`src/rtl/router_fsm_np.sv`:
```
// Router controller FSM: decodes the header address, steers one packet stream into one of
// NUM_PORTS output FIFOs, and handles full stalls, empty-wait timeout and invalid-address drops.
module router_fsm_np #(
    parameter int NUM_PORTS    = 3,
    parameter int ADDR_W       = 2,
    parameter int WAIT_TIMEOUT = 16
) (
    input  logic                 clock,
    input  logic                 resetn,
    input  logic                 pkt_valid,
    input  logic [ADDR_W-1:0]    data_in,
    input  logic                 parity_done,
    input  logic                 low_pkt_valid,
    input  logic                 fifo_full,
    input  logic [NUM_PORTS-1:0] fifo_empty,
    input  logic [NUM_PORTS-1:0] soft_reset,
    output logic                 busy,
    output logic                 detect_add,
    output logic                 lfd_state,
    output logic                 ld_state,
    output logic                 laf_state,
    output logic                 full_state,
    output logic                 write_enb_reg,
    output logic                 rst_int_reg,
    output logic [NUM_PORTS-1:0] dest_sel,
    output logic                 addr_err,
    output logic                 timeout_err
);

    typedef enum logic [3:0] {
        DecodeAddress,
        LoadFirstData,
        LoadData,
        LoadParity,
        FifoFullState,
        LoadAfterFull,
        WaitTillEmpty,
        CheckParityError,
        DropPacket
    } state_t;

    localparam int CNT_W = (WAIT_TIMEOUT > 0) ? $clog2(WAIT_TIMEOUT + 1) : 1;
    localparam logic [CNT_W-1:0] CNT_MAX  = CNT_W'((WAIT_TIMEOUT > 0) ? WAIT_TIMEOUT : 1);
    localparam logic [CNT_W-1:0] CNT_LAST = CNT_W'((WAIT_TIMEOUT > 0) ? WAIT_TIMEOUT - 1 : 0);
    // One extra bit so the compare also works when 2**ADDR_W == NUM_PORTS.
    localparam logic [ADDR_W:0]  PORTS_W  = (ADDR_W + 1)'(NUM_PORTS);

    state_t              state_q, state_d;
    logic [ADDR_W-1:0]   addr_q, addr_d;
    logic [CNT_W-1:0]    cnt_q, cnt_d;
    logic [NUM_PORTS-1:0] hdr_oh, cur_oh, dest_d;

    function automatic logic [NUM_PORTS-1:0] onehot(input logic [ADDR_W-1:0] a);
        logic [NUM_PORTS-1:0] oh;
        for (int i = 0; i < NUM_PORTS; i++) begin
            oh[i] = (a == ADDR_W'(i));
        end
        return oh;
    endfunction

    always_comb begin
        state_d = state_q;
        addr_d  = addr_q;
        cnt_d   = cnt_q;
        hdr_oh  = onehot(data_in);
        cur_oh  = onehot(addr_q);

        case (state_q)
            DecodeAddress: begin
                if (pkt_valid) begin
                    addr_d = data_in;
                    if ({1'b0, data_in} >= PORTS_W) begin
                        state_d = DropPacket;
                    end else if (|(fifo_empty & hdr_oh)) begin
                        state_d = LoadFirstData;
                    end else begin
                        state_d = WaitTillEmpty;
                        cnt_d   = '0;
                    end
                end
            end
            LoadFirstData: state_d = LoadData;
            LoadData: begin
                if (fifo_full) begin
                    state_d = FifoFullState;
                end else if (!pkt_valid) begin
                    state_d = LoadParity;
                end
            end
            FifoFullState: begin
                if (!fifo_full) begin
                    state_d = LoadAfterFull;
                end
            end
            LoadAfterFull: begin
                if (parity_done) begin
                    state_d = DecodeAddress;
                end else if (low_pkt_valid) begin
                    state_d = LoadParity;
                end else begin
                    state_d = LoadData;
                end
            end
            LoadParity: state_d = CheckParityError;
            CheckParityError: state_d = fifo_full ? FifoFullState : DecodeAddress;
            WaitTillEmpty: begin
                if (cnt_q != CNT_MAX) begin
                    cnt_d = cnt_q + CNT_W'(1);
                end
                // Draining on the last allowed cycle still beats the timeout.
                if (|(fifo_empty & cur_oh)) begin
                    state_d = LoadFirstData;
                end else if ((WAIT_TIMEOUT != 0) && (cnt_q == CNT_LAST)) begin
                    state_d = DropPacket;
                end
            end
            DropPacket: begin
                if (!pkt_valid) begin
                    state_d = DecodeAddress;
                end
            end
            default: state_d = DecodeAddress;
        endcase

        if ((state_q != DecodeAddress) && (state_q != DropPacket) && |(soft_reset & cur_oh)) begin
            state_d = DecodeAddress;
        end

        dest_d = ((state_d == DecodeAddress) || (state_d == DropPacket)) ? '0 : onehot(addr_d);
    end

    // Outputs are registered from the next state so they track state_q exactly.
    always_ff @(posedge clock or negedge resetn) begin
        if (!resetn) begin
            state_q       <= DecodeAddress;
            addr_q        <= '0;
            cnt_q         <= '0;
            busy          <= 1'b0;
            detect_add    <= 1'b1;
            lfd_state     <= 1'b0;
            ld_state      <= 1'b0;
            laf_state     <= 1'b0;
            full_state    <= 1'b0;
            write_enb_reg <= 1'b0;
            rst_int_reg   <= 1'b0;
            dest_sel      <= '0;
            addr_err      <= 1'b0;
            timeout_err   <= 1'b0;
        end else begin
            state_q       <= state_d;
            addr_q        <= addr_d;
            cnt_q         <= cnt_d;
            busy          <= (state_d == LoadFirstData) || (state_d == LoadParity) ||
                             (state_d == FifoFullState) || (state_d == LoadAfterFull) ||
                             (state_d == WaitTillEmpty) || (state_d == CheckParityError);
            detect_add    <= (state_d == DecodeAddress);
            lfd_state     <= (state_d == LoadFirstData);
            ld_state      <= (state_d == LoadData);
            laf_state     <= (state_d == LoadAfterFull);
            full_state    <= (state_d == FifoFullState);
            write_enb_reg <= (state_d == LoadData) || (state_d == LoadParity) ||
                             (state_d == LoadAfterFull);
            rst_int_reg   <= (state_d == CheckParityError);
            dest_sel      <= dest_d;
            addr_err      <= (state_q == DecodeAddress) && (state_d == DropPacket);
            timeout_err   <= (state_q == WaitTillEmpty) && (state_d == DropPacket);
        end
    end

endmodule

```
`config.mk`:
```
export PLATFORM = sky130hd
export DESIGN_NAME = router_fsm_np
export DESIGN_NICKNAME = d
export VERILOG_FILES = /design/src/rtl/router_fsm_np.sv
export SDC_FILE = /design/constraint.sdc
export NUM_CORES = 1
export LEC_CHECK = 0
export ABC_CLOCK_PERIOD_IN_PS = 2180
export BUFFER_PORTS_ARGS = -buffer_cell sky130_fd_sc_hd__buf_4
export CAP_MARGIN = 20
export CORE_UTILIZATION = 53
export DETAILED_ROUTE_END_ITERATION = 6
export PLACE_DENSITY = 0.81
export SLEW_MARGIN = 0
export SYNTH_ARGS = -nofsm -noshare
export SYNTH_HDL_FRONTEND = slang
export SYNTH_SLANG_ARGS = --single-unit
```
`constraint.sdc`:
```
create_clock -name clock -period 2.18 [get_ports clock]
set_input_delay 0.109 -clock clock [delete_from_list [all_inputs] [get_ports clock]]
set_output_delay 0.109 -clock clock [all_outputs]
set_load 0.01 [all_outputs]
```
Word-level counts from Yosys, hierarchy flattened
Index checks and enable logic that the tools add are counted.
Word-level totals
  logic and storage cells: 93
  register bits after elaboration: 24
  input port bits: 14
Cells by class
  equal/unequal tests: 29
  multiplexer cells: 22
  bitwise operators: 3
  add/sub/neg operators: 1
  magnitude comparators: 1
  reductions and logical operators: 23
Operators with widths (count)
  two-way mux 4 bit: 9
  one-hot mux 4 bit (9 select lines): 1
  equality test 4 x 3 -> 1 bit (second input constant): 8
  two-way mux 5 bit: 4
  equality test 4 x 2 -> 1 bit (second input constant): 4
  one-hot mux 5 bit (2 select lines): 1
  AND 3 bit: 3
  two-way mux 3 bit: 3
  OR reduction 3 bit: 3
  equality test 4 x 1 -> 1 bit (second input constant): 2
  equality test 4 bit (second input constant): 2
  logical NOT 4 bit: 2
  logical OR 1 bit: 8
  != test 2 bit (second input constant): 4
  equality test 2 x 1 -> 1 bit (second input constant): 3
  equality test 2 bit (second input constant): 3
  logical NOT 2 bit: 3
  two-way mux 2 bit: 3
  adder 5 x 1 -> 5 bit (second input constant): 1
  equality test 5 x 4 -> 1 bit (second input constant): 1
  != test 5 bit (second input constant): 1
  AND reduction 5 bit: 1
  logical AND 1 bit: 4
  != test 4 bit (second input constant): 1
  4 further kinds: 4

Depth between registers and ports, before layout
Gate-level depths: netlist of the first run.
  depth after elaboration: 14
  gate-level depth with buffers: 7
  depth with buffers taken out: 7

Worst setup path before layout of the first run
OpenSTA, ideal clock, no wires.
  path type: register to register
  from: register state_q[1]
  to: register dest_sel[2]
  path slack: 0.214 ns
  buffers on the path: 1
  data required time: 2.069 ns
  arrival: 1.855 ns
  period minus slack after synthesis: 1.966 ns
  cell stages (with the launch flop): 7
  cell sequence: dfrtp_1 buf_6 or4b_4 nor2_4 mux2i_1 inv_1 a2111oi_2
On the way
  elaborated cells on any way between the ends: 28
  classes of those cells: eq/ne: 11; mux: 11; reduce/logical: 6
RTL lines
  start, declared: RTL line 48  | state_t state_q, state_d;
  start signal, assigned: RTL line 135  | state_q <= DecodeAddress;
  start signal, assigned: RTL line 150  | state_q <= state_d;
  logical NOT 4 bit: RTL line 68  | case (state_q)
  two-way mux 2 bit: RTL line 68
  via addr_d[0]: RTL line 49  | logic [ADDR_W-1:0] addr_q, addr_d;
  equality test 2 bit: RTL line 56  | oh[i] = (a == ADDR_W'(i));
  two-way mux 3 bit: RTL line 129  | dest_d = ((state_d == DecodeAddress) || (state_d == DropPacket)) ? '0 : onehot(addr_d);
  via dest_d[2]: RTL line 51  | logic [NUM_PORTS-1:0] hdr_oh, cur_oh, dest_d;
  end signal, assigned: RTL line 164  | dest_sel <= dest_d;
  end, declared: RTL line 25  | output logic [NUM_PORTS-1:0] dest_sel,
The timed path passes the listed nets, and every way through them passes these cells.
A chain may end at the register's enable or synchronous reset.

Worst setup path in the final report of the first run
  from: register state_q[2]
  to: register dest_sel[2]
Same word-level chain as after synthesis.

==> impl_results.md, run 1 <==
- Cell leakage power: 0.743 nW
- Final Hold Vio Count: 0
- CP required: 2400 ps
- Multi-input logic area: approximately 670 um^2
- Buffers on Ports: 26
- Pin count of the biggest net entering global routing: 25
- Total power: a little over 0.002 W
- DRT antenna net count: 0
- Most flop-heavy register: cnt_q
- Sequential share of the synthesized area: 45.6%
- Biggest regs: cnt_q x5, state_q x4, dest_sel x3
- Worst R2R End: dest_sel[2]
- Total Die Area: 0.00269 mm^2
- Final HPWL DP: 2210 um
- Die X: roughly 52 um
- Boundary Pins: 27
- Flops & latches, synth: 24
- Largest register FFs: 5
- Critical-path cell list: or4b_4 > nor2_4 > mux2i_2 > inv_1 > a2111oi_2
- Area Growth Syn to Fin: 22.0%
- Clock Pin Slew Worst Setup and Hold Paths: 120 ps
- F_max: 488 MHz
- WL/cell: 15.8 um
- Setup slack, reg-to-reg: between 100 and 150 ps
- Maxcap violations: 0
- Post-CTS setup buffer count: 0
- Final Cell Area: 0.00161 mm^2
- GRT Util Overall: 24.4%
- Crit path to: dest_sel[2]
- Pwr/cell area: 1250 mW/mm^2
- Critical Path Start: state_q[2]
- Slew Limit Fails: 0
- Clock Path Buffers: 2
- Remaining Overflow, GRT: 0
- Mapped Nets: 139
- Die height: approximately 52 um
- Crit path DAT: 2270 ps
- Initial antenna violation count: 0
- Max_slew headroom: 63.5%
- HP Class: in -> reg
- CTS tree: built
- Worst path max stage delay: between 500 and 600 ps
- Skew-Pair Late Insertion Delay: 320 ps
- DR vias/cell: between 5 and 6
- Fin Setup TNS: 0 ps
- CP endpoint kind: flip-flop
- Final period util: 94.0%
- CTS Buf Count: 3
- Reg area: 602 um^2
- Final min period: roughly 2000 ps
- # DRC: 0
- Status: finished, final reports clean
- Final WL: slightly below 3000 um
- Worst slew pin tran: 544 ps
- RSZ-0062 raised after global routing: no
- WHS: 92.0 ps
- Clock Tree Root: clkbuf_4
- CP max FO: 8
- Final setup viols: 0
- First-pass DRT Iterations: 4
- Synth cell types: 48
- First DRT Iteration DRCs: 11
- Synthesized cell area: 0.00132 mm^2
- Placement Cell Area: approximately 0.0016 mm^2
- Syn_area_per_cell: ~11 um^2
- Gp weighted congestion: 0.834
- Worst R2R Start: state_q[2]
- Initial cell density of the core: 57.9%
- Nets: 172
- Syn Inst Count: roughly 120
- H-tree depth: 1
- Worst IR drop on VDD: 0.870 mV
- Fill cells: 174
- Via count: 1,072
- # diodes: 0
- CP max-delay cell: or4b_4
- First-pass GRT wire length: between 4000 and 5000 um
- Layout cell share with drive strength beyond 1: 30.5%
- # clock sinks: 24
- Vias in the first global route: 1,040
- CP Class: reg -> reg
- Core ar.: 0.00228 mm^2
- Ys Warns: 0
- Skew final: 4.63 ps
- Worst setup SP type: flip-flop
- R2r worst-path depth: 5
- Site Rows: 17
## cell type report
cell class / count / area share, %
multi-input combinational: 84 / 41.4
sequential: 24 / 37.4
clock buffer: 4 / 1.63
timing repair buffer: 32 / 15.1
inverter: 10 / 2.33
tap: 28 / 2.18
## how the worst min path moves through the flow
| stage | from | to | cells after the start |
|---|---|---|---|
| 2_1_floorplan | resetn | addr_err | 0 |
| 3_3_place_gp | resetn | timeout_err | 1 |
| 4_1_cts | data_in[1] | addr_err | 2 |
| 5_1_grt | data_in[1] | addr_err | 2 |
| 6_report | data_in[1] | addr_err | 2 |
| 3_5_place_dp | resetn | lfd_state | 1 |
## cells in the mapped netlist, drive strengths merged
| master | instances | area [um^2] |
|---|---|---|
| and3 | 3 | 18.8 |
| and2 | 1 | 6.26 |
| a31o | 1 | 8.76 |
| nor2 | 13 | 56.3 |
| nor3b | 1 | 7.51 |
| a2111oi | 2 | 30.0 |
| nand4 | 1 | 6.26 |
| o21ba | 1 | 10.0 |
| and4bb | 1 | 12.5 |
| o32a | 1 | 10.0 |
| a311o | 1 | 10.0 |
| dfrtp | 23 | 576 |
| o2bb2ai | 2 | 23.8 |
| o21ai | 5 | 25.0 |
| or4b | 1 | 13.8 |
| a2bb2oi | 1 | 8.76 |
| inv | 10 | 37.5 |
| nand3 | 1 | 5.00 |
| o32ai | 1 | 27.5 |
| nor3 | 2 | 10.0 |
| nor4bb | 2 | 20.0 |
| o22a | 1 | 8.76 |
| dfstp | 1 | 26.3 |
| xor2 | 1 | 8.76 |
| nand2 | 5 | 18.8 |
| ha | 3 | 37.5 |
| o2111ai | 1 | 8.76 |
| nor4b | 2 | 32.5 |
| nor4 | 1 | 6.26 |
| buf | 2 | 16.3 |
| clkbuf | 2 | 7.51 |
| mux2i | 7 | 70.1 |
| o31ai | 1 | 7.51 |
| a211oi | 1 | 7.51 |
| nand3b | 4 | 30.0 |
| o211ai | 3 | 27.5 |
| o22ai | 2 | 12.5 |
| nor2b | 2 | 12.5 |
| xnor2 | 1 | 8.76 |
| or3 | 1 | 6.26 |
| nand2b | 5 | 31.3 |
| a21oi | 2 | 10.0 |
## report_power, final
group	internal [W]	switching, W
Combinational	0.000504	0.000587
Clock	0.0000717	0.000128
Sequential	0.000606	0.000115
## layout by cell type (no fill, tap or decap), types with 2 or more instances in the layout
master     instances
o21ai_0            4
ha_1               3
nand2_1            5
buf_4             31
nor3_1             2
inv_1             10
nor2_1            12
mux2i_1            6
and3_1             3
dfrtp_1           23
nor4bb_1           2
nand3b_1           4
o22ai_1            2
clkbuf_4           3
o211ai_1           2
a2111oi_2          2
nor2b_1            2
a21oi_1            2
nand2b_1           5
## metal layers
| layer | part of all wire (%) | track usage [%] | wire length, um | vias to the layer above |
|---|---|---|---|---|
| li1 | - | - | - | 505 |
| met1 | 42 | 31.0 | 1210 | 535 |
| met2 | 52 | 41.7 | 1500 | 27 |
| met3 | 4.4 | 4.39 | 127 | 5 |
| met4 | 1.4 | 8.11 | 39 | 0 |
| met5 | 0 | 0 | 0 | - |
## through the flow
| stage | utilization (%) | setup WS, ps | std cells |
|---|---|---|---|
| final | 70.7 | 131 | 182 |
| after global routing | 70.7 | 20.4 | 182 |
| after CTS | 70.3 | 93.9 | 182 |
| after detailed placement | 68.7 | 122 | 177 |
| after global placement | 68.7 | 224 | 177 |
| after floorplan | - | 214 | 122 |
## cells by family after synthesis
logic type                 after synthesis  share of synthesized area (%)
and+or+nand+nor                         46                           22.3
AOI/OAI and AO/OA                       26                           17.9
DFF                                     24                           45.6
buffers and inverters                   14                           4.65
muxes                                    7                           5.31
adders and majority gates                3                           2.85
xor gates and xnor gates                 2                           1.33
## critical path, delay by kind of cell (launching register included)
kind                   cells  cell delay (ps)
multiplexers               1              320
AND/OR/NAND/NOR            2              770
flip-flops                 1              480
AO/OA/AOI/OAI              1              270
buffers and inverters      1              120
## timing repair
item / CTS / global route
hold buffers: 1 / 0
gates resized for setup: 0 / 2
endpoints found under the setup margin: 0 / 2
endpoints found under the hold margin: 24 / 0
Power figures use the tool's default switching activity.
==> run 2, diff against run 1 <==
--- a/config.mk
+++ b/config.mk
@@ -10,7 +10,7 @@
 export CAP_MARGIN = 20
 export CORE_UTILIZATION = 53
 export DETAILED_ROUTE_END_ITERATION = 6
-export PLACE_DENSITY = 0.81
+export PLACE_DENSITY = 0.77
 export SLEW_MARGIN = 0
 export SYNTH_ARGS = -nofsm -noshare
 export SYNTH_HDL_FRONTEND = slang
==> impl_results.md, run 2 (synthesis results as in run 1) <==
- Status: finished, final reports clean (unchanged)
- Buffers on Ports: 26 (unchanged)
- # clock sinks: 24 (unchanged)
- Worst path max stage delay: 570 ps (was 580 ps)
- Remaining Overflow, GRT: 0 (unchanged)
- Clock Pin Slew Worst Setup and Hold Paths: 120 ps (about the same)
- Nets: 172 (unchanged)
- Slew Limit Fails: 0 (unchanged)
- Cell family with the largest share of critical-path delay: simple AND/OR/NAND/NOR gates (unchanged)
- Post-CTS setup buffer count: 0 (unchanged)
- Final Hold Vio Count: 0 (unchanged)
- F_max: 487 MHz (was 488 MHz)
- Worst slack, placed: 147 ps (was 122 ps)
- Final Cell Area: 0.00161 mm^2 (about the same)
- Total Die Area: 0.00269 mm^2 (unchanged)
- First DRT Iteration DRCs: 29 (was 11)
- CTS Buf Count: 3 (unchanged)
- GRT Util Overall: 23.3% (was 24.4%)
- Total power: 0.00203 W (was 0.00201 W)
- Clock Tree Root: clkbuf_4 (unchanged)
- Clock Power Share: 11.1% (was 9.9%)
- Vias in the first global route: 1,029 (was 1,040)
- Core ar.: 0.00228 mm^2 (unchanged)
- Via count: 1,056 (was 1,072)
- Final period util: 94.1% (was 94.0%)
- Largest register FFs: 5 (unchanged)
- Fin Setup TNS: 0 ps (unchanged)
- Most frequent cells in the layout: buf_4, dfrtp_1, nor2_1 (unchanged)
- Maxcap violations: 0 (unchanged)
- CP Class: reg -> reg (unchanged)
- Clock Path Buffers: 2 (unchanged)
- Internal Power: 0.00121 W (was 0.00118 W)
- Multi-input logic area: 659 um^2 (was 666 um^2)
- Biggest regs: cnt_q x5, state_q x4, dest_sel x3 (unchanged)
- Sw Ratio: 40.7% (was 41.3%)
- # DRC: 0 (unchanged)
- Worst setup SP type: flip-flop (unchanged)
- Met2 usage: 40.0% (was 41.7%)
- Cell leakage power: 0.747 nW (was 0.743 nW)
- First-pass DRT Iterations: 4 (unchanged)
- CTS tree: built (unchanged)
- Final min period: 2050 ps (about the same)
- Initial cell density of the core: 57.9% (unchanged)
- # diodes: 0 (unchanged)
- HP Class: in -> reg (unchanged)
- CP max-delay cell: or4b_4 (unchanged)
- Placement Cell Area: 0.00156 mm^2 (unchanged)
- Pin count of the biggest net entering global routing: 25 (unchanged)
- Critical-path cell list: or4b_4 > nor2_4 > mux2i_1 > nand2_1 > a211oi_1 (was or4b_4 > nor2_4 > mux2i_2 > inv_1 > a2111oi_2)
- Final WL: 2830 um (was 2880 um)
- Layout cell share with drive strength beyond 1: 30.5% (unchanged)
- Initial antenna violation count: 0 (unchanged)
- Area Growth Syn to Fin: 22.3% (was 22.0%)
- Most flop-heavy register: cnt_q (unchanged)
- Skew final: 1.73 ps (was 4.63 ps)
- WL/cell: 15.6 um (was 15.8 um)
- Reg area: 602 um^2 (unchanged)
- Share of power burned in registers: 35.4% (was 35.9%)
- Fill cells: 173 (was 174)
- Most used routing layer: met2 (unchanged)
- Crit path DAT: 2250 ps (was 2270 ps)
- Die height: 51.9 um (unchanged)
- Met3 Use GR: 2.34% (was 4.39%)
- Final HPWL DP: 2100 um (was 2210 um)
- Site Rows: 17 (unchanged)
- First-pass GRT wire length: 4640 um (was 4700 um)
- CP endpoint kind: flip-flop (unchanged)
- Psw: 0.000827 W (was 0.000830 W)
- Pwr/cell area: 1260 mW/mm^2 (was 1250 mW/mm^2)
- Logic pwr share: 53.5% (was 54.2%)
- H-tree depth: 1 (unchanged)
- Final setup viols: 0 (unchanged)
- DRT antenna net count: 0 (unchanged)
- Critical path buffer and inverter count: 0 (was 1)
- Worst slew pin tran: 513 ps (was 544 ps)
- DR vias/cell: 5.80 (was 5.89)
- RSZ-0062 raised after global routing: no (unchanged)
- Worst IR drop on VDD: 0.946 mV (was 0.870 mV)
- Final setup margin: 128 ps (was 131 ps)
- Max_slew headroom: 65.6% (was 63.5%)
- Commonest non-fill, non-tap cell in the layout: buf_4 (unchanged)
- Die X: 51.9 um (unchanged)
- Skew-Pair Late Insertion Delay: 300 ps (was 320 ps)
- CP required: 2380 ps (was 2400 ps)
- Boundary Pins: 27 (unchanged)
- CP max FO: 8 (unchanged)
- Met1 Track Usage GR: 30.6% (was 31.0%)
- Gp weighted congestion: 0.784 (was 0.834)
[run 2: cell types whose count changed in the layout (fill, tap and decap cells not counted)]
cell	previous run	this run
clkbuf_1	1	0
clkbuf_8	0	1
nor4b_1	0	1
nor4b_2	1	0
[run 2: routing by layer]
layer	vias to the layer above	part of all wire [%]
met3	6	2.3
met1	521	45
met5	-	0
met2	18	51
li1	511	-
met4	0	1.4
[run 2: what timing repair did]
action | 4_1_cts | 5_1_grt
hold endpoints to repair | 24 | 0
endpoints found under the setup margin | 0 | 1
resized for setup | 0 | 1
hold buffers | 1 | 0
[run 2: area by class of cell]
cell class | count | area share, %
sequential | 24 | 37.3
inverter | 10 | 2.33
tap | 28 | 2.17
timing repair buffer | 32 | 15.1
clock buffer | 4 | 2.25
multi-input combinational | 84 | 40.9
[run 2: worst reg2reg max path, cell delays in order, from the launching register on]
cell and delay [ps]:
dfrtp_1 470, or4b_4 570, nor2_4 190, mux2i_1 340
nand2_1 120, a211oi_1 260
[run 2: path summary, 6_finish.rpt]
check                                start  cells after the start          end  slack, ps
worst max-delay path            state_q[2]                      5  dest_sel[0]        130
worst min-delay path            data_in[1]                      2     addr_err        100
worst max register to register  state_q[2]                      5  dest_sel[0]        130
worst min register to register    cnt_q[0]                      1     cnt_q[0]        570
max in group asynchronous           resetn                      2   detect_add       1680
min in group asynchronous           resetn                      2  timeout_err        220
[run 2: power by group through the flow]
stage | combinational (W) | sequential (W) | clock (W)
floorplan | 0.000698 | 0.000743 | 0
global placement | 0.00104 | 0.000720 | 0
detailed placement | 0.00107 | 0.000725 | 0
CTS | 0.00108 | 0.000716 | 0.000229
global route | 0.00120 | 0.000733 | 0.000244
finish | 0.00109 | 0.000719 | 0.000226
[run 2: metrics by stage]
| step | hold WS, ps | utilization (%) | instances |
|---|---|---|---|
| finish | 100 | 70.9 | 182 |
| global route | 105 | 70.9 | 182 |
| CTS | 103 | 70.7 | 182 |
| detailed placement | 19.9 | 68.7 | 177 |
| global placement | 15.1 | 68.7 | 177 |
| floorplan | -187 | - | 122 |
